File: config.mk
export PLATFORM = sky130hd
export DESIGN_NAME = spram_arbiter
export DESIGN_NICKNAME = d
export VERILOG_FILES = /design/src/rtl/spram_arbiter.sv
export SDC_FILE = /design/constraint.sdc
export NUM_CORES = 1
export LEC_CHECK = 0
export BUFFER_PORTS_ARGS = -buffer_cell sky130_fd_sc_hd__buf_4
export CORE_ASPECT_RATIO = 1.1
export CORE_MARGIN = 2
export CORE_UTILIZATION = 46
export CTS_CLUSTER_DIAMETER = 150
export DETAILED_ROUTE_END_ITERATION = 6
export GPL_TIMING_DRIVEN = 1
export PLACE_DENSITY_LB_ADDON = 0.25
export SYNTH_ARGS = -nofsm -noshare
export SYNTH_HDL_FRONTEND = slang
export SYNTH_SLANG_ARGS = --single-unit
export TNS_END_PERCENT = 5
File: constraint.sdc
create_clock -name clk -period 2.7 [get_ports clk]
set_input_delay 0.54 -clock clk [delete_from_list [all_inputs] [get_ports clk]]
set_output_delay 0.54 -clock clk [all_outputs]
set_load 0.01 [all_outputs]
File: src/rtl/spram_arbiter.sv
// Two-port round-robin arbiter/sequencer in front of a single-port "No_change" RAM,
// with optional zero-fill after reset. Define SPRAM_ARB_STATS_EN for grant/conflict counters.
module spram_arbiter #(
  parameter int depth        = 64,
  parameter int width        = 8,
  parameter bit clear_on_rst = 1'b1
) (
  input  logic                     clk,
  input  logic                     rst,
  input  logic                     a_valid,
  input  logic                     a_we,
  input  logic [$clog2(depth)-1:0] a_addr,
  input  logic [width-1:0]         a_wdata,
  output logic                     a_ready,
  output logic                     a_rvalid,
  output logic [width-1:0]         a_rdata,
  input  logic                     b_valid,
  input  logic                     b_we,
  input  logic [$clog2(depth)-1:0] b_addr,
  input  logic [width-1:0]         b_wdata,
  output logic                     b_ready,
  output logic                     b_rvalid,
  output logic [width-1:0]         b_rdata,
  output logic                     ram_wr_en,
  output logic [$clog2(depth)-1:0] ram_addr,
  output logic [width-1:0]         ram_din,
  input  logic [width-1:0]         ram_dout,
`ifdef SPRAM_ARB_STATS_EN
  output logic [15:0]              a_gnt_cnt,
  output logic [15:0]              b_gnt_cnt,
  output logic [15:0]              conflict_cnt,
`endif
  output logic                     busy
);
  localparam int AW = $clog2(depth);

  typedef enum logic {CLEAR, RUN} state_t;

  state_t           state_q, state_d;
  logic [AW-1:0]    clr_cnt_q, clr_cnt_d;
  logic             rr_ptr_q, rr_ptr_d;        // 0 = A has priority, 1 = B
  logic             rd_tag_v_q, rd_tag_v_d;
  logic             rd_tag_port_q, rd_tag_port_d;
  logic [AW-1:0]    addr_q, addr_d;
  logic [width-1:0] din_q, din_d;
  logic             gnt, gnt_b;

  always_comb begin
    state_d       = state_q;
    clr_cnt_d     = clr_cnt_q;
    rr_ptr_d      = rr_ptr_q;
    rd_tag_v_d    = 1'b0;
    rd_tag_port_d = rd_tag_port_q;
    addr_d        = addr_q;
    din_d         = din_q;
    a_ready       = 1'b0;
    b_ready       = 1'b0;
    ram_wr_en     = 1'b0;
    ram_addr      = addr_q;
    ram_din       = din_q;
    busy          = 1'b0;
    gnt           = 1'b0;
    gnt_b         = 1'b0;
    case (state_q)
      CLEAR: begin
        busy      = 1'b1;
        ram_wr_en = 1'b1;
        ram_addr  = clr_cnt_q;
        ram_din   = '0;
        addr_d    = clr_cnt_q;
        din_d     = '0;
        clr_cnt_d = clr_cnt_q + AW'(1);
        if (clr_cnt_q == AW'(depth - 1)) state_d = RUN;
      end
      default: begin
        gnt   = a_valid | b_valid;
        gnt_b = b_valid & (~a_valid | rr_ptr_q);
        if (gnt) begin
          a_ready       = ~gnt_b;
          b_ready       = gnt_b;
          ram_wr_en     = gnt_b ? b_we    : a_we;
          ram_addr      = gnt_b ? b_addr  : a_addr;
          ram_din       = gnt_b ? b_wdata : a_wdata;
          addr_d        = ram_addr;
          din_d         = ram_din;
          rr_ptr_d      = ~gnt_b;
          rd_tag_v_d    = ~ram_wr_en;
          rd_tag_port_d = gnt_b;
        end
      end
    endcase
    // Reset overrides the outputs in the same cycle so the RAM sees no stray access.
    if (rst) begin
      a_ready   = 1'b0;
      b_ready   = 1'b0;
      ram_wr_en = 1'b0;
      ram_addr  = '0;
      ram_din   = '0;
      busy      = clear_on_rst;
    end
  end

  always_ff @(posedge clk) begin
    if (rst) begin
      state_q       <= clear_on_rst ? CLEAR : RUN;
      clr_cnt_q     <= '0;
      rr_ptr_q      <= 1'b0;
      rd_tag_v_q    <= 1'b0;
      rd_tag_port_q <= 1'b0;
      addr_q        <= '0;
      din_q         <= '0;
    end else begin
      state_q       <= state_d;
      clr_cnt_q     <= clr_cnt_d;
      rr_ptr_q      <= rr_ptr_d;
      rd_tag_v_q    <= rd_tag_v_d;
      rd_tag_port_q <= rd_tag_port_d;
      addr_q        <= addr_d;
      din_q         <= din_d;
    end
  end

  assign a_rvalid = rd_tag_v_q & ~rd_tag_port_q & ~rst;
  assign b_rvalid = rd_tag_v_q &  rd_tag_port_q & ~rst;
  assign a_rdata  = a_rvalid ? ram_dout : '0;
  assign b_rdata  = b_rvalid ? ram_dout : '0;

`ifdef SPRAM_ARB_STATS_EN
  logic [15:0] a_gnt_q, b_gnt_q, conf_q;

  always_ff @(posedge clk) begin
    if (rst) begin
      a_gnt_q <= '0;
      b_gnt_q <= '0;
      conf_q  <= '0;
    end else begin
      if (a_valid && a_ready && a_gnt_q != 16'hFFFF) a_gnt_q <= a_gnt_q + 16'd1;
      if (b_valid && b_ready && b_gnt_q != 16'hFFFF) b_gnt_q <= b_gnt_q + 16'd1;
      if (state_q == RUN && a_valid && b_valid && conf_q != 16'hFFFF) conf_q <= conf_q + 16'd1;
    end
  end

  assign a_gnt_cnt    = a_gnt_q;
  assign b_gnt_cnt    = b_gnt_q;
  assign conflict_cnt = conf_q;
`endif
endmodule

==> metrics.yaml <==
crit_family: "compound AO/OA/AOI/OAI gates"
endpoint_kind: "output pin"
drc_errors: 0
synth_simple_gate_area_share_pct: 30.78
nNetsFinal: 271
yosysTopAreaCell: "dfxtp_1"
port_buffers: 77
path_buf_inv: 2
row_count: 20
ys_types: 44
clkPwrFrac_pct: 23.8
dieArea_mm2: 0.003288
synth_ff_type: "dfxtp_1"
seqPwrFrac_pct: 58.4
intPower_mw: 0.4742
p_total_mw: 0.6266
period_minus_slack_ps: 2262
critPathMaxFanout: 16
max_stage_delay_ps: 370
worstMarginPinSlew_ps: 402.5
n_antenna_cell: 0
synth_edf_count: 0
grt_first_pass_wirelength_mm: 5.278
cts_setup_buffers: 0
syn_area_per_cell_um2: 8.498
hold_path_depth: 2
setup_violations: 0
synthAdderAreaFrac_pct: 0.9560
final_core_util_pct: 69.13
cts.sinks: 24
htree_levels: 1
clkTransAtPathRegs_ps: 120
grt_usage_pct: 21.97
initial_utilization_pct: 47.98
ff2ff_path_depth: 3
combPwrFrac_pct: 17.8
yosysMostFrequentCell: "dfxtp_1"
r2r-start: "rr_ptr_q$_SDFFE_PP0P_"
cts_root_buffer: "clkbuf_4"
wl_per_cell_um: 13.14
drtIter0Drc: 31
synth_area_mm2: 0.001309
synthArstFlopShare_pct: 0
ys_seq_area_share_pct: 36.71
gp_congestion: 0.7445
r2r_slack_ps: 1390
synth_common_cells: "24 x dfxtp_1, 19 x nor2_1, 16 x and2_1"
yosysTopAreaCellShare_pct: 36.71
area_growth_syn_to_layout_pct: 44.07
worst_ep_required_time_ps: 2160
dp.final_hpwl_mm: 2.643
vdd_drop_max_mv: 0.3261
clock.fmax_mhz: 442.1
cts_tree: "done"
cpMostUsedCell: "buf_4"
ys_warn_count: 0
wirelength_mm: 3.404
ys_ff_latch: 24
gr-total-overflow: 0
powerDensity_mw_per_mm2: 332.3
setup_tns_ps: 0
synth_area_leaders: "dfxtp_1 37%, and2_1 7.6%, nor2_1 5.4%, o21ai_1 5.0%, a211oi_1 3.4%"
clock_latency_ps: 300
r2r-end: "din_q[3]$_DFF_P_"
arrival_ps: 1720
timing.hold.ws_ps: 508.2
min-delay-start: "rst"
drive_gt1_share_pct: 42.04
dr.pass1.iters: 4
synthMuxAreaShare_pct: 1.625
worstSetupPathType: "primary input to output pin"
ctsResizeCount: 0
holdBufCountCts: 0
slew_violations: 0
rsz0062_at_grt: "false"
synthCells: 154
grt_pass1_vias: 1235
grt_max_degree: 17
power.leakage_nw: 0.8421
worst_hold_path.endpoint: "clr_cnt_q[2]$_SDFFE_PP0N_"
synth-xor-area-share_pct: 2.677
max_slew_margin_pct: 73.05
hold_viol: 0
cts_made_buffers: 3
fp.coreArea_mm2: 0.002728
fp.dieW_um: 54.86
antenna_found_initial: 0
io_pins: 78
cts_buffer_depth: 2
die_h_um: 59.95
p_sw_mw: 0.1524
synth_top_family_by_area: "simple AND/OR/NAND/NOR gates"
post_drt_via_cell_ratio: 5.425
synth-compound-area-share_pct: 21.13
slowest_stage: "and2b_2"
outcome: "complete, no violations"
hold_class: "primary input to register"
fin_worst_skew_ps: 1.448
cap_violations: 0
min_period_over_period_pct: 83.78
synthesis.nets: 197
p_sw_share_pct: 24.32
startpoint_type: "primary input"
vias: 1405
path_cells: "buf_4, and2b_2, o21ai_0, a211oi_1, buf_4"
ant_nets: 0
[registers in the layout, indices dropped and copies added, names as in the netlist]
register	flops
addr_q	6
clr_cnt_q	6
din_q	8
rd_tag_port_q	1
rd_tag_v_q	1
rr_ptr_q	1
state_q	1
[cell families after synthesis]
kind of cell	after synthesis
AOI/OAI and AO/OA	41
DFF	24
xor gates and xnor gates	4
buffers and inverters	11
muxes	2
and+or+nand+nor	71
adders and majority gates	1
[power groups by stage]
stage | Combinational [mW] | Sequential, mW | Clock [mW]
finish | 0.112 | 0.366 | 0.149
global placement | 0.109 | 0.374 | 0
global route | 0.123 | 0.367 | 0.166
floorplan | 0.0559 | 0.372 | 0
CTS | 0.112 | 0.366 | 0.153
detailed placement | 0.112 | 0.374 | 0
[stage by stage]
step / setup slack (ps) / instances / instance area, um2
2_1_floorplan: 785.1 / 154 / 1309
3_3_place_gp: 539.5 / 256 / 1863
3_5_place_dp: 428.0 / 256 / 1863
4_1_cts: 421.5 / 259 / 1886
5_1_grt: 308.2 / 259 / 1886
6_report: 437.9 / 259 / 1886
[cell usage in the layout, fill, tap and decap left out, types with 2 or more instances in the layout]
master    count
a211oi_2      2
nand4b_1      2
buf_4        78
dfxtp_1      24
o32ai_1       5
a311oi_1      2
o21ai_1      13
clkbuf_4      3
nor3_1        8
a211oi_1      6
nor2_1       19
a31oi_1       3
nand3_1       2
xor2_1        3
nand2_1       9
o21ai_0       6
and2_1       16
[per-layer routing]
layer | GRT usage (%) | wire (um)
met5 | 0 | 0
met1 | 26.09 | 1426
met4 | 7.500 | 40
met2 | 38.44 | 1623
met3 | 4.250 | 313
[area by class of cell]
class	instances	area, um2
fillers	218	842.1
inverters	2	7.507
well taps	33	41.29
multi-input cells	119	748.2
clock buffers	3	22.52
flip-flops and latches	24	480.5
repair buffers	78	585.6
[worst max path at each step]
stage / startpoint / slack (ps) / to / cells past startpoint
after CTS: rst / 420 / ram_din[2] / 5
after floorplan: a_valid / 790 / ram_din[0] / 5
final: rst / 440 / ram_din[3] / 5
after global placement: rst / 540 / ram_din[7] / 5
after detailed placement: rst / 430 / ram_din[2] / 5
after global routing: rst / 310 / ram_din[2] / 5
No activity file was read; power rests on OpenSTA's default activity.
